--- src/rtl/jobs_pkg.sv ---
// jobs_pkg: shared constants, types and FSM state encoding for the
// permutation cost generator (perm_cost_gen) and its next_perm helper.
package jobs_pkg;

    localparam int unsigned N      = 8;
    localparam int unsigned COST_W = 7;
    localparam int unsigned IDX_W  = 16;

    typedef logic [$clog2(N)-1:0] idx_t;
    typedef idx_t [N-1:0]         perm_t;
    typedef logic [COST_W-1:0]    cost_t;

    typedef enum logic [1:0] {
        IDLE,
        STREAM,
        DRAIN
    } gen_state_e;

endpackage

--- src/rtl/next_perm.sv ---
// next_perm: purely combinational lexicographic successor of a permutation.
// is_last is high when the input is fully descending; next is then don't-care.
module next_perm #(
    parameter int unsigned N = jobs_pkg::N
) (
    input  logic [N-1:0][$clog2(N)-1:0] perm,
    output logic [N-1:0][$clog2(N)-1:0] next,
    output logic                        is_last
);

    localparam int unsigned IW = $clog2(N);
    typedef logic [IW-1:0] sel_t;

    logic [N-1:0][IW-1:0] swapped;
    int unsigned          piv;
    int unsigned          succ;
    logic                 found;

    // pivot search, successor search, swap, then reverse the tail
    always_comb begin
        piv   = 0;
        found = 1'b0;
        for (int unsigned i = 0; i + 1 < N; i++) begin
            if (perm[sel_t'(i)] < perm[sel_t'(i + 1)]) begin
                piv   = i;
                found = 1'b1;
            end
        end
        succ = piv;
        for (int unsigned k = 0; k < N; k++) begin
            if (k > piv && perm[sel_t'(k)] > perm[sel_t'(piv)]) begin
                succ = k;
            end
        end
        swapped                = perm;
        swapped[sel_t'(piv)]   = perm[sel_t'(succ)];
        swapped[sel_t'(succ)]  = perm[sel_t'(piv)];
        next = swapped;
        for (int unsigned j = 0; j < N; j++) begin
            if (j > piv) begin
                next[sel_t'(j)] = swapped[sel_t'(N + piv - j)];
            end
        end
        is_last = !found;
    end

endmodule

--- src/rtl/perm_cost_gen.sv ---
// perm_cost_gen: enumerates all N! permutations in lexicographic order,
// addresses the cost ROM with (worker, job) pairs and forwards the returned
// costs as a gap-free beat stream, N beats per permutation.
// Optional feature macro: PERM_INDEX_EN adds the perm_idx tag output.
module perm_cost_gen #(
    parameter int unsigned N      = jobs_pkg::N,
    parameter int unsigned COST_W = jobs_pkg::COST_W
`ifdef PERM_INDEX_EN
    ,
    parameter int unsigned IDX_W  = jobs_pkg::IDX_W
`endif
) (
    input  logic                 CLK,
    input  logic                 RST,
    input  logic                 Start,
    output logic [$clog2(N)-1:0] W,
    output logic [$clog2(N)-1:0] J,
    input  logic [COST_W-1:0]    rom_cost,
    output logic [COST_W-1:0]    cost,
    output logic                 cost_vld,
    output logic                 Last,
    output logic                 Busy
`ifdef PERM_INDEX_EN
    ,
    output logic [IDX_W-1:0]     perm_idx
`endif
);

    import jobs_pkg::*;

    localparam int unsigned IW = $clog2(N);
    typedef logic [IW-1:0] addr_t;
    typedef addr_t [N-1:0] order_t;

    function automatic order_t identity();
        order_t r;
        for (int unsigned i = 0; i < N; i++) r[addr_t'(i)] = addr_t'(i);
        return r;
    endfunction

    gen_state_e          state_q, state_d;
    addr_t               beat_q, beat_d;
    order_t              perm_q, perm_d;
    addr_t               w_hold_q, w_hold_d;
    addr_t               j_hold_q, j_hold_d;
    logic                rom_vld_q, rom_vld_d;
    logic                rom_last_q, rom_last_d;
    logic [COST_W-1:0]   cost_q, cost_d;
    logic                cost_vld_q, cost_vld_d;
    logic                last_q, last_d;
`ifdef PERM_INDEX_EN
    logic [IDX_W-1:0]    idx_q, idx_d;
    logic [IDX_W-1:0]    rom_idx_q, rom_idx_d;
    logic [IDX_W-1:0]    perm_idx_q, perm_idx_d;
`endif

    order_t nxt_perm;
    logic   perm_is_last;
    logic   issue;
    logic   frame_end;

    next_perm #(.N(N)) u_next (
        .perm    (perm_q),
        .next    (nxt_perm),
        .is_last (perm_is_last)
    );

    // state and datapath registers, asynchronously cleared
    always_ff @(posedge CLK or posedge RST) begin
        if (RST) begin
            state_q    <= IDLE;
            beat_q     <= '0;
            perm_q     <= identity();
            w_hold_q   <= '0;
            j_hold_q   <= '0;
            rom_vld_q  <= 1'b0;
            rom_last_q <= 1'b0;
            cost_q     <= '0;
            cost_vld_q <= 1'b0;
            last_q     <= 1'b0;
`ifdef PERM_INDEX_EN
            idx_q      <= '0;
            rom_idx_q  <= '0;
            perm_idx_q <= '0;
`endif
        end else begin
            state_q    <= state_d;
            beat_q     <= beat_d;
            perm_q     <= perm_d;
            w_hold_q   <= w_hold_d;
            j_hold_q   <= j_hold_d;
            rom_vld_q  <= rom_vld_d;
            rom_last_q <= rom_last_d;
            cost_q     <= cost_d;
            cost_vld_q <= cost_vld_d;
            last_q     <= last_d;
`ifdef PERM_INDEX_EN
            idx_q      <= idx_d;
            rom_idx_q  <= rom_idx_d;
            perm_idx_q <= perm_idx_d;
`endif
        end
    end

    // next-state: run until the descending permutation's last beat, then drain
    always_comb begin
        state_d = state_q;
        unique case (state_q)
            IDLE:    if (Start) state_d = STREAM;
            STREAM:  if (frame_end && perm_is_last) state_d = DRAIN;
            DRAIN:   if (last_q) state_d = IDLE;
            default: state_d = IDLE;
        endcase
    end

    // address issue, permutation stepping and the two-stage return pipeline
    always_comb begin
        issue     = (state_q == STREAM);
        frame_end = (beat_q == addr_t'(N - 1));

        // addresses are live from the counters while streaming, held otherwise
        W        = issue ? beat_q : w_hold_q;
        J        = issue ? perm_q[beat_q] : j_hold_q;
        w_hold_d = W;
        j_hold_d = J;

        beat_d = beat_q;
        perm_d = perm_q;
`ifdef PERM_INDEX_EN
        idx_d  = idx_q;
`endif
        if (state_q == IDLE && Start) begin
            beat_d = '0;
            perm_d = identity();
`ifdef PERM_INDEX_EN
            idx_d  = '0;
`endif
        end else if (issue) begin
            beat_d = frame_end ? '0 : beat_q + 1'b1;
            if (frame_end && !perm_is_last) begin
                perm_d = nxt_perm;
`ifdef PERM_INDEX_EN
                idx_d  = idx_q + 1'b1;
`endif
            end
        end

        rom_vld_d  = issue;
        rom_last_d = issue && frame_end && perm_is_last;
        cost_vld_d = rom_vld_q;
        last_d     = rom_last_q;
        cost_d     = rom_vld_q ? rom_cost : cost_q;
`ifdef PERM_INDEX_EN
        rom_idx_d  = idx_q;
        perm_idx_d = rom_vld_q ? rom_idx_q : perm_idx_q;
        perm_idx   = perm_idx_q;
`endif

        cost     = cost_q;
        cost_vld = cost_vld_q;
        Last     = last_q;
        Busy     = (state_q != IDLE);
    end

endmodule

--- config.mk ---
export PLATFORM = sky130hd
export DESIGN_NAME = perm_cost_gen
export DESIGN_NICKNAME = d
export VERILOG_FILES = /design/src/rtl/jobs_pkg.sv /design/src/rtl/next_perm.sv /design/src/rtl/perm_cost_gen.sv
export SDC_FILE = /design/constraint.sdc
export NUM_CORES = 1
export LEC_CHECK = 0
export ABC_AREA = 1
export CORE_MARGIN = 10
export CORE_UTILIZATION = 50
export DETAILED_ROUTE_END_ITERATION = 8
export DONT_BUFFER_PORTS = 1
export PLACE_DENSITY_LB_ADDON = 0.12
export SYNTH_ARGS = -nofsm -noshare
export SYNTH_HDL_FRONTEND = slang
export SYNTH_SLANG_ARGS = --single-unit
export TNS_END_PERCENT = 10
--- constraint.sdc ---
create_clock -name CLK -period 10.2 [get_ports CLK]
set_input_delay 2.04 -clock CLK [delete_from_list [all_inputs] [get_ports CLK]]
set_output_delay 2.04 -clock CLK [all_outputs]
set_load 0.005 [all_outputs]
==> Word-level counts from Yosys, hierarchy flattened <==
Index checks and enable logic that the tools add are counted.
{ "word_totals": {"reg_bits": 46, "input_bits": 10, "output_inout_bits": 16, "wordCells": 159} }
{ "op_classes": {"add_sub_neg": 9, "order_cmp": 36, "eq_ne": 6, "mux": 69, "n_reduce_logical": 22} }
{ "op_table": {"columns": ["op", "n"], "rows": [
  ["$mux 3", 37],
  ["$bmux 3 s3", 11],
  ["$mux 24", 3],
  ["$bwmux 24", 2],
  ["$lt 3x4->1 const B", 11],
  ["$gt 3x3->1", 8],
  ["$lt 3x3->1", 7],
  ["$demux 3 s3", 2],
  ["$logic_and 1x1->1", 15],
  ["$gt 3x3->1 const A", 4],
  ["$sub 3x3->3 const B", 4],
  ["$mux 2", 5],
  ["$mux 1", 8],
  ["$ge 3x1->1 const B", 2],
  ["$gt 1x3->1 const A", 2],
  ["$gt 2x3->1 const A", 2],
  ["$pmux 2 s3", 1],
  ["$reduce_bool 2->1", 3],
  ["$sub 3x2->3 const B", 2],
  ["$ne 2x2->1 const B", 2],
  ["$add 1x3->3 const A", 1],
  ["$add 3x1->3 const B", 1],
  ["$eq 3x3->1 const B", 1],
  ["$reduce_and 3->1", 1],
  ["7 further kinds", 7]
]} }

==> Logic depth before layout (Yosys ltp) <==
Gate-level depths: netlist (run 1).
{ "depth": {"depth_word": 30, "depth_mapped": 43, "depth_no_buf": 42} }

==> Hierarchy <==
From an unflattened synthesis (run 1), not the netlist that was laid out.
{ "hier_totals": {"cells_unflattened": 918, "area_unflattened_um2": 5614.1} }
{ "modules_own_cells": {"columns": ["mod", "instances", "cells_each", "area_per_inst_um2", "seq_area_each_um2"], "rows": [
  ["next_perm", 1, 694, 3530.9, 0.0],
  ["perm_cost_gen", 1, 224, 2083.2, 1166.1]
]} }

==> Worst setup path after synthesis (run 1) <==
No wires, ideal clock.
{ "synth_path": {"path_type": "reg-to-reg", "from": "reg perm_q[20] (netlist bit)", "to": "reg perm_q[4] (netlist bit)", "t_arrival_ns": 4.677, "required_ns": 10.083, "slack_ns": 5.406, "stages_incl_launch_ff": 36, "n_path_buf": 2, "synth_period_minus_slack_ns": 4.794, "path_cell_list": "dfstp_2 > inv_1 > ha_1 > a21o_1 > a21oi_2 > nand2_2 > buf_6 > nand2_8 > clkbuf_1 > o21ai_0 > o21ai_0 > inv_1 > o21ai_0 > clkinv_1 > ha_1 > nand2_1 > nand3b_1 > nand2_1 > inv_1 > nand2_1 > nand2_2 > inv_1 > nand2_2 > nor2_4 > nand2_2 > o21ai_2 > nor2_4 > nand3_1 > and2_4 > nand2_2 > nand2_1 > nand2_1 > nand3_1 > nand3_1 > nand2_1 > nand2_1"} }
{ "synth_via": {"elab_chain_cells": 26, "word_cells_on_any_way": 65} }
{ "synth_rtl": {"columns": ["item", "line", "source"], "rows": [
  ["from (decl)", "perm_cost_gen.sv:43", "order_t perm_q, perm_d;"],
  ["from (signal assigned)", "perm_cost_gen.sv:73", "perm_q <= identity();"],
  ["from (signal assigned)", "perm_cost_gen.sv:89", "perm_q <= perm_d;"],
  ["$lt 3x3->1", "next_perm.sv:24", "if (perm[sel_t'(i)] < perm[sel_t'(i + 1)]) begin"],
  ["$mux 3 (2 in series)", "next_perm.sv:24", null],
  ["$bmux 3 s3", "next_perm.sv:31, next_perm.sv:37", null],
  ["$mux 3 (not written as such)", "next_perm.sv:31, next_perm.sv:37", null],
  ["$gt 3x3->1", "next_perm.sv:31", "if (k > piv && perm[sel_t'(k)] > perm[sel_t'(piv)]) begin"],
  ["$logic_and 1x1->1", "next_perm.sv:31", null],
  ["$mux 3 (8 in series)", "next_perm.sv:31", null],
  ["$lt 3x4->1 (not written as such) or $ge 3x1->1 (tied branches)", "next_perm.sv:37", "swapped[sel_t'(succ)] = perm[sel_t'(piv)];"],
  ["[... 2 more ...]", null, null],
  ["$demux 3 s3", null, null],
  ["$bwmux 24", "next_perm.sv:37", null],
  ["$bmux 3 s3", "next_perm.sv:41", "next[sel_t'(j)] = swapped[sel_t'(N + piv - j)];"],
  ["$mux 3 (not written as such)", "next_perm.sv:41", null],
  ["$mux 3", "next_perm.sv:40", "if (j > piv) begin"],
  ["$mux 24", "perm_cost_gen.sv:140", "if (frame_end && !perm_is_last) begin"],
  ["$mux 24", "perm_cost_gen.sv:138", "end else if (issue) begin"],
  ["$mux 24", "perm_cost_gen.sv:132", "if (state_q == IDLE && Start) begin"]
]} }
Several ways; a longest one is shown, not always the timed one. The select of a mux whose other input is x is not followed.
A chain may end at the register's enable or synchronous reset.

==> Final worst setup path (run 1) <==
{ "layout_path": {"from": "reg perm_q[19] (netlist bit)", "to": "reg perm_q[17] (netlist bit)"} }
Same word-level chain as after synthesis.

==> results.toml, run 1 <==
[setup_path]
worst-setup-path-type = "register to register"
cp_max_fo = 46
reg2reg_depth = 36
critPathSlowestCell = "clkinv_1"
cp-start-kind = "register"
crit_required_ns = 10.47
crit_path_frequent_cell = "nand2_1"
critPathCaptureType = "register"
arrival_ns = 7.43
cp_slowest_stage_delay_ns = 0.66

[synth]
synth_seq_area_share = 0.2143
synth_most_common_cell = "nand2_1"
synth_flop_cell = "dfrtp_1"
avgSynthCellArea_sq_um = 6.235
yosysWarningCount = 0
syn-cell-area_sq_mm = 0.005443
syn_inst = 873
synth_edf_count = 0
synth_top_cell_area_share = 0.1720
ys_ff_latch = 46
ys_types = 40
synth_nets = 921
synth_top_area_cell = "nand3_1"
synthTopCellsByArea = "nand3_1, nand2_1, dfrtp_1"
async_flop_share = 1.000
synth_common_cells = "nand2_1, nand3_1, inv_1, a21oi_1, o21ai_0"

[power]
switching_share = 0.2705
p_comb_frac = 0.017
netSwitchingPower_mw = 0.08781
peakVddDrop_v = 0.00005438
internal-power_mw = 0.2368
leakage_nw = 2.927
p_seq_frac = 0.570
powerDensity_mw_per_mm2 = 57.50
pwr-share-clk = 0.413

[layout]
num-fill-cells = 1128
nNetsFinal = 911
insertedDiodeCount = 0
drive_gt1_frac = 0.1215
final_util = 0.5254
layout.cells.non_filler = 1004
syn_to_final_growth_pct = 3.724

[status]
outcome = "complete, no violations"

[timing]
finalCriticalPeriod_ns = 7.156
fmax_ghz = 0.1397
tns_ns = 0
worstMarginPinSlew_ns = 0.9088
finalHoldViolCount = 0
fin_crit_sh = 0.7016
maxSlewViolCount = 0
fin_ws_ns = 3.044
finalSetupViolations = 0
finClkSkew_ns = 0.01749
maxSlewHeadroom = 0.3913
rsz0062_at_grt = "no"

[detailed_routing]
first_pass_iters = 6
num_vias = 6356
viasPerCell = 6.331
wl_per_cell_um = 21.88
drc = 0
drt-total-wl_mm = 21.96
ant_nets = 0
drt_iter0_drc = 890

[placement]
place_ws_ns = 3.378
dp_cells = 996
place_congestion = 1.081
portBuffers = 0
hpwl_mm = 16.60

[clock_tree]
postCtsSetupBuffers = 0
clock_sinks = 46
cts_tree = "built"
cts_buffers = 5
clk_latency_ns = 0.34
cts.hold.buffers_added = 0
cts.clk_slew.worst_paths_ns = 0.12
ctsResizeCount = 0
cts-root-buf = "clkbuf_8"
cts_max_level = 2
cts.path.max_buffers = 2

[floorplanning]
core_area_sq_mm = 0.01075
pin_count = 26
initial_utilization = 0.5065
die_area_sq_mm = 0.01546
fp.dieW_um = 124.3
dieHeight_um = 124.3
placementRows = 38

[global_routing]
track_usage = 0.2704
grt_overflow_total = 0
antenna_found_initial = 0
grt_pass1_vias = 5973
grt_max_degree = 47
grt_pass1_wl_mm = 33.89

[run]
cap_violations = 0

[min_path]
holdPathStages = 0
min_path_type = "register to register"
==> power by group through the flow <==
stage               logic [mW]  clock network, mW  registers, mW
floorplan              0.00387                  0          0.188
global placement       0.00557                  0          0.188
detailed placement     0.00574                  0          0.188
CTS                    0.00575              0.133          0.185
global route           0.00636              0.141          0.185
finish                 0.00547              0.134          0.185
==> worst paths after layout <==
| path | start | end | slack, ns |
|---|---|---|---|
| max reg2reg | perm_q[19]$_DFFE_PP1P_ | perm_q[17]$_DFFE_PP1P_ | 3.04 |
| min | last_d$_DFF_PP0_ | Last$_DFF_PP0_ | 0.38 |
| min reg2reg | last_d$_DFF_PP0_ | Last$_DFF_PP0_ | 0.38 |
| max in group asynchronous | RST | w_hold_q[0]$_DFF_PP0_ | 8.00 |
| max | perm_q[19]$_DFFE_PP1P_ | perm_q[17]$_DFFE_PP1P_ | 3.04 |
| min in group asynchronous | RST | perm_q[11]$_DFFE_PP0P_ | 1.74 |
==> cells in the final DEF, fill, tap and decap left out, types with 2 or more instances in the layout <==
master	instances
dfstp_2	12
nor2_4	10
clkinv_1	3
o21ai_2	4
nand3_2	7
o22ai_1	4
a21oi_2	4
mux2_2	7
inv_1	104
o211ai_1	2
nand4_1	5
nand3_1	187
nand2_4	5
clkbuf_8	5
dfrtp_1	34
o21ai_0	44
a21oi_1	53
inv_2	12
o21ai_1	6
nand2_1	233
buf_4	6
ha_1	38
nand3b_1	6
nand2_2	24
nor2_1	32
a31oi_1	3
==> kinds of logic (layout without fill, tap and decap cells) <==
kind of cell / after synthesis / in the layout / synth area share
flops: 46 / 46 / 0.2143
buf+inv: 143 / 134 / 0.1044
fa+ha+maj: 38 / 38 / 0.08736
mux: 7 / 7 / 0.01448
xor+xnor: 1 / 1 / 0.001609
compound gates: 125 / 125 / 0.1269
simple gates: 513 / 513 / 0.4510
==> area by class of cell <==
cell class | count | area, sq um | area share
clock inverter | 3 | 28.78 | 0.005098
clock buffer | 5 | 68.82 | 0.01219
tap | 140 | 175.2 | 0.03103
timing repair buffer | 6 | 45.04 | 0.007979
sequential | 46 | 1166 | 0.2066
multi-input combinational | 684 | 3709 | 0.6569
inverter | 120 | 452.9 | 0.08023
==> metrics by stage <==
step | instance area [sq um] | hold slack (ns) | total power, mW
floorplan | 5443 | 0.3312 | 0.1919
global placement | 5548 | 0.3374 | 0.1940
detailed placement | 5548 | 0.3608 | 0.1942
CTS | 5645 | 0.3870 | 0.3238
global route | 5645 | 0.3954 | 0.3328
finish | 5645 | 0.3847 | 0.3246
==> registers in the layout, summed over array words and instances, names as in the netlist <==
signal,cells
perm_q,24
Last,1
cost_vld_d,1
last_d,1
j_hold_q,3
w_hold_q,3
state_q,2
cost,7
beat_q,3
cost_vld,1
==> routing by layer <==
layer  vias up  global-route usage  part of all wire
li1       2870                   -                 -
met1      2978              0.3405              0.39
met2       438              0.4318              0.45
met3        70             0.05702              0.11
met4         0              0.1241             0.043
met5         -                   0                 0
==> critical path, delay by kind of cell (launching register included) <==
family	cells	cell delay (ns)
compound gates	5	0.79
simple gates	21	2.97
fa+ha+maj	2	0.85
buf+inv	8	1.77
flops	1	0.65
No activity file was read; power rests on OpenSTA's default activity.
==> run 2: changes to the inputs <==
==> constraint.sdc (replaced) <==
create_clock -name CLK -period 6.9 [get_ports CLK]
set_input_delay 1.38 -clock CLK [delete_from_list [all_inputs] [get_ports CLK]]
set_output_delay 1.38 -clock CLK [all_outputs]
set_load 0.005 [all_outputs]
==> run 2 against run 1 <==
  * Worst setup slack got worse by 2.5 ns
  * Total power grew 47%
  * Cell area up 1.2%
  * Register-to-register slack got worse by 2.5 ns
  * First-iteration DRC count fell by 6.7%
  * Combinational power up 52%
  * Critical path type unchanged
  * Critical endpoint is now perm_q[22]$_DFFE_PP1P_
==> results.toml, run 2 (synthesis results as in run 1) <==
[status]
outcome = "complete, no violations"

[clock_tree]
cts-root-buf = "clkbuf_8"
clock_sinks = 46
clk_latency_ns = 0.34
cts.clk_slew.worst_paths_ns = 0.11
ctsResizeCount = 0
cts.hold.buffers_added = 0
cts_tree = "built"
postCtsSetupBuffers = 0
cts_buffers = 5
cts.path.max_buffers = 2
cts_max_level = 2

[power]
peakVddDrop_v = 0.00008511
powerDensity_mw_per_mm2 = 83.69
leakage_nw = 2.968

[placement]
placed_area_sq_mm = 0.005615
dp_cells = 1005
portBuffers = 0
hpwl_mm = 16.68
place_ws_ns = 0.8189
place_congestion = 1.015

[detailed_routing]
drc = 0
wl_per_cell_um = 21.55
first_pass_iters = 6
drt-total-wl_mm = 21.83
num_vias = 6310
drt_iter0_drc = 830
viasPerCell = 6.229
ant_nets = 0

[timing]
fin_ws_ns = 0.5696
worstMarginPinSlew_ns = 1.142
maxSlewHeadroom = 0.2350
fmax_ghz = 0.1580
finClkSkew_ns = 0.01303
finalHoldViolCount = 0
fin_crit_sh = 0.9174
finalCriticalPeriod_ns = 6.330
rsz0062_at_grt = "no"
tns_ns = 0
finalSetupViolations = 0
maxSlewViolCount = 0

[layout]
final_util = 0.5314
seq_area_sq_mm = 0.001166
final_common_cell = "nand2_1"
fin_area_sq_mm = 0.005710
final_cell_mix = "nand2_1, nand3_1, inv_1"
nNetsFinal = 920
insertedDiodeCount = 0
multi_input_area_sq_mm = 0.003709
layout.cells.non_filler = 1013
largest_reg_flops = 24
drive_gt1_frac = 0.1306
regMostFlops = "perm_q"
syn_to_final_growth_pct = 4.920
num-fill-cells = 1103

[floorplanning]
core_area_sq_mm = 0.01075
fp.dieW_um = 124.3
initial_utilization = 0.5065
placementRows = 38
pin_count = 26
dieHeight_um = 124.3
die_area_sq_mm = 0.01546

[setup_path]
crit_required_ns = 7.16
arrival_ns = 6.59
rrSetupSlack_ns = 0.57
cp-start-kind = "register"
cp_slowest_stage_delay_ns = 0.61
r2r-start = "perm_q[23]$_DFFE_PP1P_"
cp_max_fo = 15
critPathCaptureType = "register"
startpoint = "perm_q[23]$_DFFE_PP1P_"
endpoint = "perm_q[22]$_DFFE_PP1P_"
critPathSlowestCell = "dfstp_2"
reg2reg_depth = 35
crit_path_frequent_cell = "nand2_1"
worst_r2r_endpoint = "perm_q[22]$_DFFE_PP1P_"
worst-setup-path-type = "register to register"

[global_routing]
grt_overflow_total = 0
track_usage = 0.2697
grt_pass1_vias = 5953
grt_pass1_wl_mm = 33.53
antenna_found_initial = 0
grt_max_degree = 47

[run]
cap_violations = 0

[min_path]
min_path_type = "register to register"
run 2: layout make-up:
type                       count  share of cell area
tap                          140             0.03067
multi-input combinational    684              0.6494
inverter                     120             0.07932
timing repair buffer          15             0.01972
sequential                    46              0.2042
clock buffer                   5             0.01205
clock inverter                 3            0.004601
run 2: how the worst min path moves through the flow:
stage	startpoint	end	slack, ns	cells after the start
2_1_floorplan	last_d$_DFF_PP0_	Last$_DFF_PP0_	0.33	0
3_3_place_gp	last_d$_DFF_PP0_	Last$_DFF_PP0_	0.34	0
3_5_place_dp	last_d$_DFF_PP0_	Last$_DFF_PP0_	0.35	0
4_1_cts	last_d$_DFF_PP0_	Last$_DFF_PP0_	0.37	0
5_1_grt	last_d$_DFF_PP0_	Last$_DFF_PP0_	0.38	0
6_report	last_d$_DFF_PP0_	Last$_DFF_PP0_	0.37	0
run 2: worst max-delay path: cells and delay by family (launching register included):
family	cells	cell delay [ns]
buffers and inverters	5	0.88
AND/OR/NAND/NOR	20	3.01
flip-flops	1	0.61
AO/OA/AOI/OAI	8	1.06
adder cells (fa/ha/maj)	2	0.69
run 2: metrics by stage:
stage / total power, mW / hold WS, ns
6_report: 0.4779 / 0.3723
5_1_grt: 0.4894 / 0.3776
4_1_cts: 0.4788 / 0.3701
3_5_place_dp: 0.2874 / 0.3464
3_3_place_gp: 0.2869 / 0.3361
2_1_floorplan: 0.2837 / 0.3312
run 2: power by group:
part | switching (mW) | internal (mW)
Sequential | 0.00171 | 0.272
Combinational | 0.00633 | 0.00196
Clock | 0.120 | 0.0756
Total | 0.128 | 0.350
run 2: metal layers:
metal | part of all wire | up-vias | track usage
li1 | - | 2899 | -
met4 | 0.055 | 0 | 0.1515
met2 | 0.45 | 432 | 0.4249
met3 | 0.11 | 90 | 0.05319
met1 | 0.39 | 2889 | 0.3361
met5 | 0 | - | 0
